## src/rtl/conv_out_collector.sv

```systemverilog
// -----------------------------------------------------------------------------
// conv_out_collector
//
// Collects one frame of signed convolution results and stores each one as an
// unsigned output pixel in an internal OUT_W*OUT_H memory. Each stored pixel
// is formed by ReLU, then a right shift, then saturation. The stored frame can
// be read back through a registered read port with a latency of one cycle.
//
// Ports
//   clk       sole clock, rising edge
//   rst       asynchronous, active-low reset
//   start     one-cycle pulse that arms capture of one frame (IDLE/DONE only)
//   in_valid  result word valid from the convolution engine
//   in_data   signed conv result (DATA_W bits)
//   in_last   final result of the frame, qualified by in_valid
//   in_ready  collector accepts a word this cycle (CAPTURE only)
//   rd_en     readback request
//   rd_addr   readback address; addresses >= N read as 0
//   rd_data   registered readback pixel
//   busy      high in CAPTURE
//   done      high in DONE
//   err_len   frame length mismatch, meaningful while done=1
//   count     words accepted in the current or last frame
// -----------------------------------------------------------------------------
module conv_out_collector #(
    parameter int DATA_W = 20,
    parameter int PIX_W  = 8,
    parameter int SHIFT  = 4,
    parameter int OUT_W  = 6,
    parameter int OUT_H  = 6,
    parameter int N      = OUT_W * OUT_H,
    parameter int AW     = $clog2(N)
) (
    input  logic                     clk,
    input  logic                     rst,
    input  logic                     start,
    input  logic                     in_valid,
    input  logic signed [DATA_W-1:0] in_data,
    input  logic                     in_last,
    output logic                     in_ready,
    input  logic                     rd_en,
    input  logic [AW-1:0]            rd_addr,
    output logic [PIX_W-1:0]         rd_data,
    output logic                     busy,
    output logic                     done,
    output logic                     err_len,
    output logic [AW:0]              count
);

    localparam logic [1:0] S_IDLE    = 2'd0;
    localparam logic [1:0] S_CAPTURE = 2'd1;
    localparam logic [1:0] S_DONE    = 2'd2;

    localparam logic [AW-1:0]     LAST_ADDR = AW'(N - 1);
    localparam logic [DATA_W-1:0] PIX_MAX   = DATA_W'((2 ** PIX_W) - 1);

    // ReLU, shift, then clamp to the largest unsigned pixel value.
    function automatic logic [PIX_W-1:0] relu_sat(input logic signed [DATA_W-1:0] d);
        logic [DATA_W-1:0] v;
        v = $unsigned(d) >> SHIFT;
        if (d[DATA_W-1]) begin
            return '0;
        end
        if (v > PIX_MAX) begin
            return '1;
        end
        return v[PIX_W-1:0];
    endfunction

    logic [1:0]       state;
    logic [AW-1:0]    wr_addr;
    logic [PIX_W-1:0] mem [N];

    logic xfer;
    logic at_last;
    logic leave;

    // Outputs derive from the state register only, so in_ready has no
    // combinational path from in_valid.
    assign busy     = (state == S_CAPTURE);
    assign done     = (state == S_DONE);
    assign in_ready = busy;

    assign xfer    = in_valid & in_ready;
    assign at_last = (wr_addr == LAST_ADDR);
    assign leave   = xfer & (in_last | at_last);

    always_ff @(posedge clk or negedge rst) begin
        if (!rst) begin
            state   <= S_IDLE;
            wr_addr <= '0;
            count   <= '0;
            err_len <= 1'b0;
        end else begin
            case (state)
                S_IDLE, S_DONE: begin
                    if (start) begin
                        state   <= S_CAPTURE;
                        wr_addr <= '0;
                        count   <= '0;
                        err_len <= 1'b0;
                    end
                end
                S_CAPTURE: begin
                    if (xfer) begin
                        wr_addr <= wr_addr + 1'b1;
                        count   <= count + 1'b1;
                    end
                    // A frame is only well formed when in_last lands exactly on
                    // the final address; any other exit flags a length error.
                    if (leave) begin
                        state   <= S_DONE;
                        err_len <= ~(in_last & at_last);
                    end
                end
                default: state <= S_IDLE;
            endcase
        end
    end

    // Pixel memory has no reset; contents survive reset and idle periods.
    always_ff @(posedge clk) begin
        if (xfer) begin
            mem[wr_addr] <= relu_sat(in_data);
        end
    end

    // Nonblocking update of mem gives read-before-write on an address clash.
    always_ff @(posedge clk or negedge rst) begin
        if (!rst) begin
            rd_data <= '0;
        end else if (rd_en) begin
            rd_data <= (rd_addr <= LAST_ADDR) ? mem[rd_addr] : '0;
        end
    end

endmodule

```

## config.mk

```make
export PLATFORM = sky130hd
export DESIGN_NAME = conv_out_collector
export DESIGN_NICKNAME = d
export VERILOG_FILES = /design/src/rtl/conv_out_collector.sv
export SDC_FILE = /design/constraint.sdc
export NUM_CORES = 1
export LEC_CHECK = 0
export CAP_MARGIN = 10
export CORE_ASPECT_RATIO = 0.8
export CORE_MARGIN = 3
export CORE_UTILIZATION = 60
export DETAILED_ROUTE_END_ITERATION = 12
export PLACE_DENSITY = 0.79
export SYNTH_ARGS = -nofsm -noshare
export SYNTH_HDL_FRONTEND = slang
export SYNTH_SLANG_ARGS = --single-unit
```

## constraint.sdc

```tcl
create_clock -name clk -period 2.4 [get_ports clk]
set_input_delay 0.36 -clock clk [delete_from_list [all_inputs] [get_ports clk]]
set_output_delay 0.36 -clock clk [all_outputs]
set_load 0.05 [all_outputs]
```

==> metrics.md, run 1 <==
| Metric | Value |
|---|---|
| Pwr dens | 814 nW/µm² |
| Drt total wl | 27.7 mm |
| Slew Viols, Final | 0 |
| Non-Filler Instances | 1,077 |
| Clock-pin slew on the worst setup and hold paths | 0.06 ns |
| Power, Total | 12.0 mW |
| Gate Count Post-Synth | 675 |
| WP data arrival | 2.70 ns |
| I/O pin count | 51 |
| RSZ-0062 raised after global routing | false |
| # fillers | 1,146 |
| Root Buffer | clkbuf_16 |
| First-pass GRT wire length | 42.6 mm |
| Minimum clock period | 2.26 ns |
| GR Util met1 | 0.356 |
| Vias in the first global route | 7,018 |
| Synth cell count leaders | edfxtp_1 (288), nor2_1 (58), mux4_2 (55), mux2i_1 (33), dfrtp_1 (24) |
| CTS max path bufs | 3 |
| Area taken by multi-input logic gates | 3040 µm² |
| DIE AREA | 22,600 µm² |
| Post-synthesis sequential area ratio | 0.740 |
| Post-detail-place hpwl | 17.7 mm |
| First-pass iteration count of the detailed router | 5 |
| Port buffer count | 46 |
| Netlist cell types | 43 |
| CP Buf/Inv Count | 1 |
| Post-synth top area share | 0.692 |
| Post-route ant nets | 0 |
| CTS tree | built |
| CTS Buf Count | 29 |
| Primary FF master, synth | edfxtp_1 |
| Yosys warns | 0 |
| Overflow after GRT | 0 |
| Area growth syn-to-layout | 18.1% |
| Synth Cell Area | 12,500 µm² |
| WL per Instance | 25.7 µm |
| Most numerous cell in the Yosys netlist | edfxtp_1 |
| Most crowded layer after global routing | met2 |
| Seq. cell area | 9250 µm² |
| Critical path depth | 5 |
| Initial antenna violation count | 0 |
| Status | completed |
| Post-Place Cells | 1,023 |
| Number of enable-type register cells in the synthesized netlist | 288 |
| Overall Global Routing Usage | 0.251 |
| Yosys reg bits | 312 |
| Crit path max-delay family | multiplexers |
| Worst-path fanout max | 1 |
| Crit. End Element | register |
| Vias per cell | 6.43 |
| Vias | 6,927 |
| Actual slew at the worst max-slew pin | 0.697 ns |
| Core area | 20,100 µm² |
| Rows | 46 |
| Crit path required time | 2.84 ns |
| Worst setup margin | 0.136 ns |
| Worst slack, placed | -0.176 ns |
| Share of layout cells above drive strength 1 | 0.246 |
| Largest net degree at the start of global routing | 37 |
| Max cap viols | 0 |
| Htree depth | 1 |
| CP Class | reg2reg |
| Worst path cell trace | mux4_2 -> mux2_2 -> a2111oi_0 -> buf_4 -> o31ai_1 |
| Antenna diode count | 0 |
| Routability cong. | 0.934 |
| # setup viols final | 0 |
| Synth area leader | edfxtp_1 |
| CTS sink count | 312 |
| Die Wd | 167 µm |
| Avg Inst Size Synth | 18.5 µm² |
| DRC violations left | 0 |
| Worst clock skew | 0.0283 ns |
| Met3 GRT Util | 0.0421 |
| Peak VDD IR | 587 µV |
| Total Nets Final | 824 |
| Fmax | 0.442 GHz |
| Post-route clock period utilization | 0.943 |
| Asr flop ratio synth | 0.0769 |
| Hold Path Class | in2async |
| CP peak stage delay | 0.68 ns |
| Syn_nets | 709 |
| Placed instance area | 13,800 µm² |
| Static leakage power | 5.00 nW |
| Critical Path Start Type | register |
| R2R depth | 5 |
| Top post-synthesis cells by area | edfxtp_1 (69%), mux4_2 (9.9%), dfrtp_1 (4.8%), mux2i_1 (2.6%), nor2_1 (1.7%) |
| Die height | 135 µm |
| Final instance area | 14,800 µm² |
| Met2 Track Usage GR | 0.414 |
| Fin. Hold Viols | 0 |
| Clock Latency Late Sink | 0.56 ns |
| Post-layout util | 0.732 |
| CP max stage cell | a2111oi_0 |
| Starting Density | 0.620 |
| Number of DRC markers in iteration 0 | 1,040 |
| Rel. slew slack | 0.524 |
cells by family (layout without fill, tap and decap cells):
family,after synthesis,count (layout),synth area share
flip-flops,312,312,0.740
AND/OR/NAND/NOR,140,140,0.0566
multiplexers,104,104,0.140
AO/OA/AOI/OAI,69,69,0.0383
buffers and inverters,41,179,0.0178
XOR/XNOR,7,7,0.00491
adder cells (fa/ha/maj),2,2,0.00200
through the flow:
stage	TNS, ns	hold slack (ns)
floorplan	0	0.0644
global route	0	0.196
CTS	0	0.167
finish	0	0.173
global placement	0	0.507
detailed placement	-0.332	0.516
layout make-up:
class                   instances  share of cell area
repair buffers                121              0.0803
clock inverters                14              0.0108
multi-input cells             322               0.206
inverters                       4             0.00102
clock buffers                  40              0.0527
well taps                     264              0.0224
flip-flops and latches        312               0.627
worst register-to-register path: cells and delay by family (launching register included):
family	cells	cell delay [ns]
buf+inv	1	0.22
mux	2	0.79
flops	1	0.38
compound gates	2	0.76
cells in the final DEF, fill, tap and decap left out, drive strengths merged, types with 8 or more instances in the layout:
| master | n |
|---|---|
| edfxtp | 288 |
| buf | 78 |
| nor2 | 58 |
| mux4 | 55 |
| clkdlybuf4s50 | 40 |
| clkbuf | 40 |
| mux2i | 33 |
| dfrtp | 24 |
| mux2 | 16 |
| o21ai | 15 |
| nand2 | 14 |
| nor2b | 12 |
| a21oi | 11 |
| nor3 | 10 |
| clkinv | 10 |
| o221ai | 9 |
| a221oi | 8 |
| and2 | 8 |
| o31ai | 8 |
state kept, by name, indices dropped and copies added, names as in the netlist:
| register | cells |
|---|---|
| err_len | 1 |
| wr_addr | 6 |
| count | 7 |
| state | 2 |
| mem | 288 |
| rd_data | 8 |
final timing paths:
| kind | endpoint | slack (ns) | start |
|---|---|---|---|
| worst max-delay path | rd_data[7] | 0.14 | mem[30][7] |
| worst min-delay path | wr_addr[5] | 0.17 | rst |
| worst max register to register | rd_data[7] | 0.14 | mem[30][7] |
| worst min register to register | err_len | 0.53 | err_len |
| max in group asynchronous | wr_addr[2] | 1.94 | rst |
| min in group clk | state[1] | 0.46 | start |
power breakdown:
part,internal (mW),switching (mW)
clock,2.60,1.90
sequential,6.08,0.113
combinational,0.483,0.829
total,9.16,2.85
per-layer routing:
metal	share of wire	up-vias	routed length, µm
met4	0.028	0	765
met1	0.39	3511	10800
li1	-	2959	-
met2	0.50	387	13900
met3	0.081	70	2260
met5	0	-	0
timing repair:
item / 4_1_cts / 5_1_grt
hold buffers: 0 / 0
hold endpoints to repair: 0 / 0
gates resized for setup: 3 / 0
buffers inserted: 0 / 0
setup endpoints to repair: 3 / 0
Note: power is estimated with default switching activity, not from simulation.
==> run 2, diff against run 1 <==
--- a/config.mk
+++ b/config.mk
@@ -11,6 +11,7 @@
 export CORE_UTILIZATION = 60
 export DETAILED_ROUTE_END_ITERATION = 12
 export PLACE_DENSITY = 0.79
+export SKIP_LAST_GASP = 1
 export SYNTH_ARGS = -nofsm -noshare
 export SYNTH_HDL_FRONTEND = slang
 export SYNTH_SLANG_ARGS = --single-unit
==> results of run 2 <==
Same layout as run 1: the final DEF is identical, and so are final timing and power.
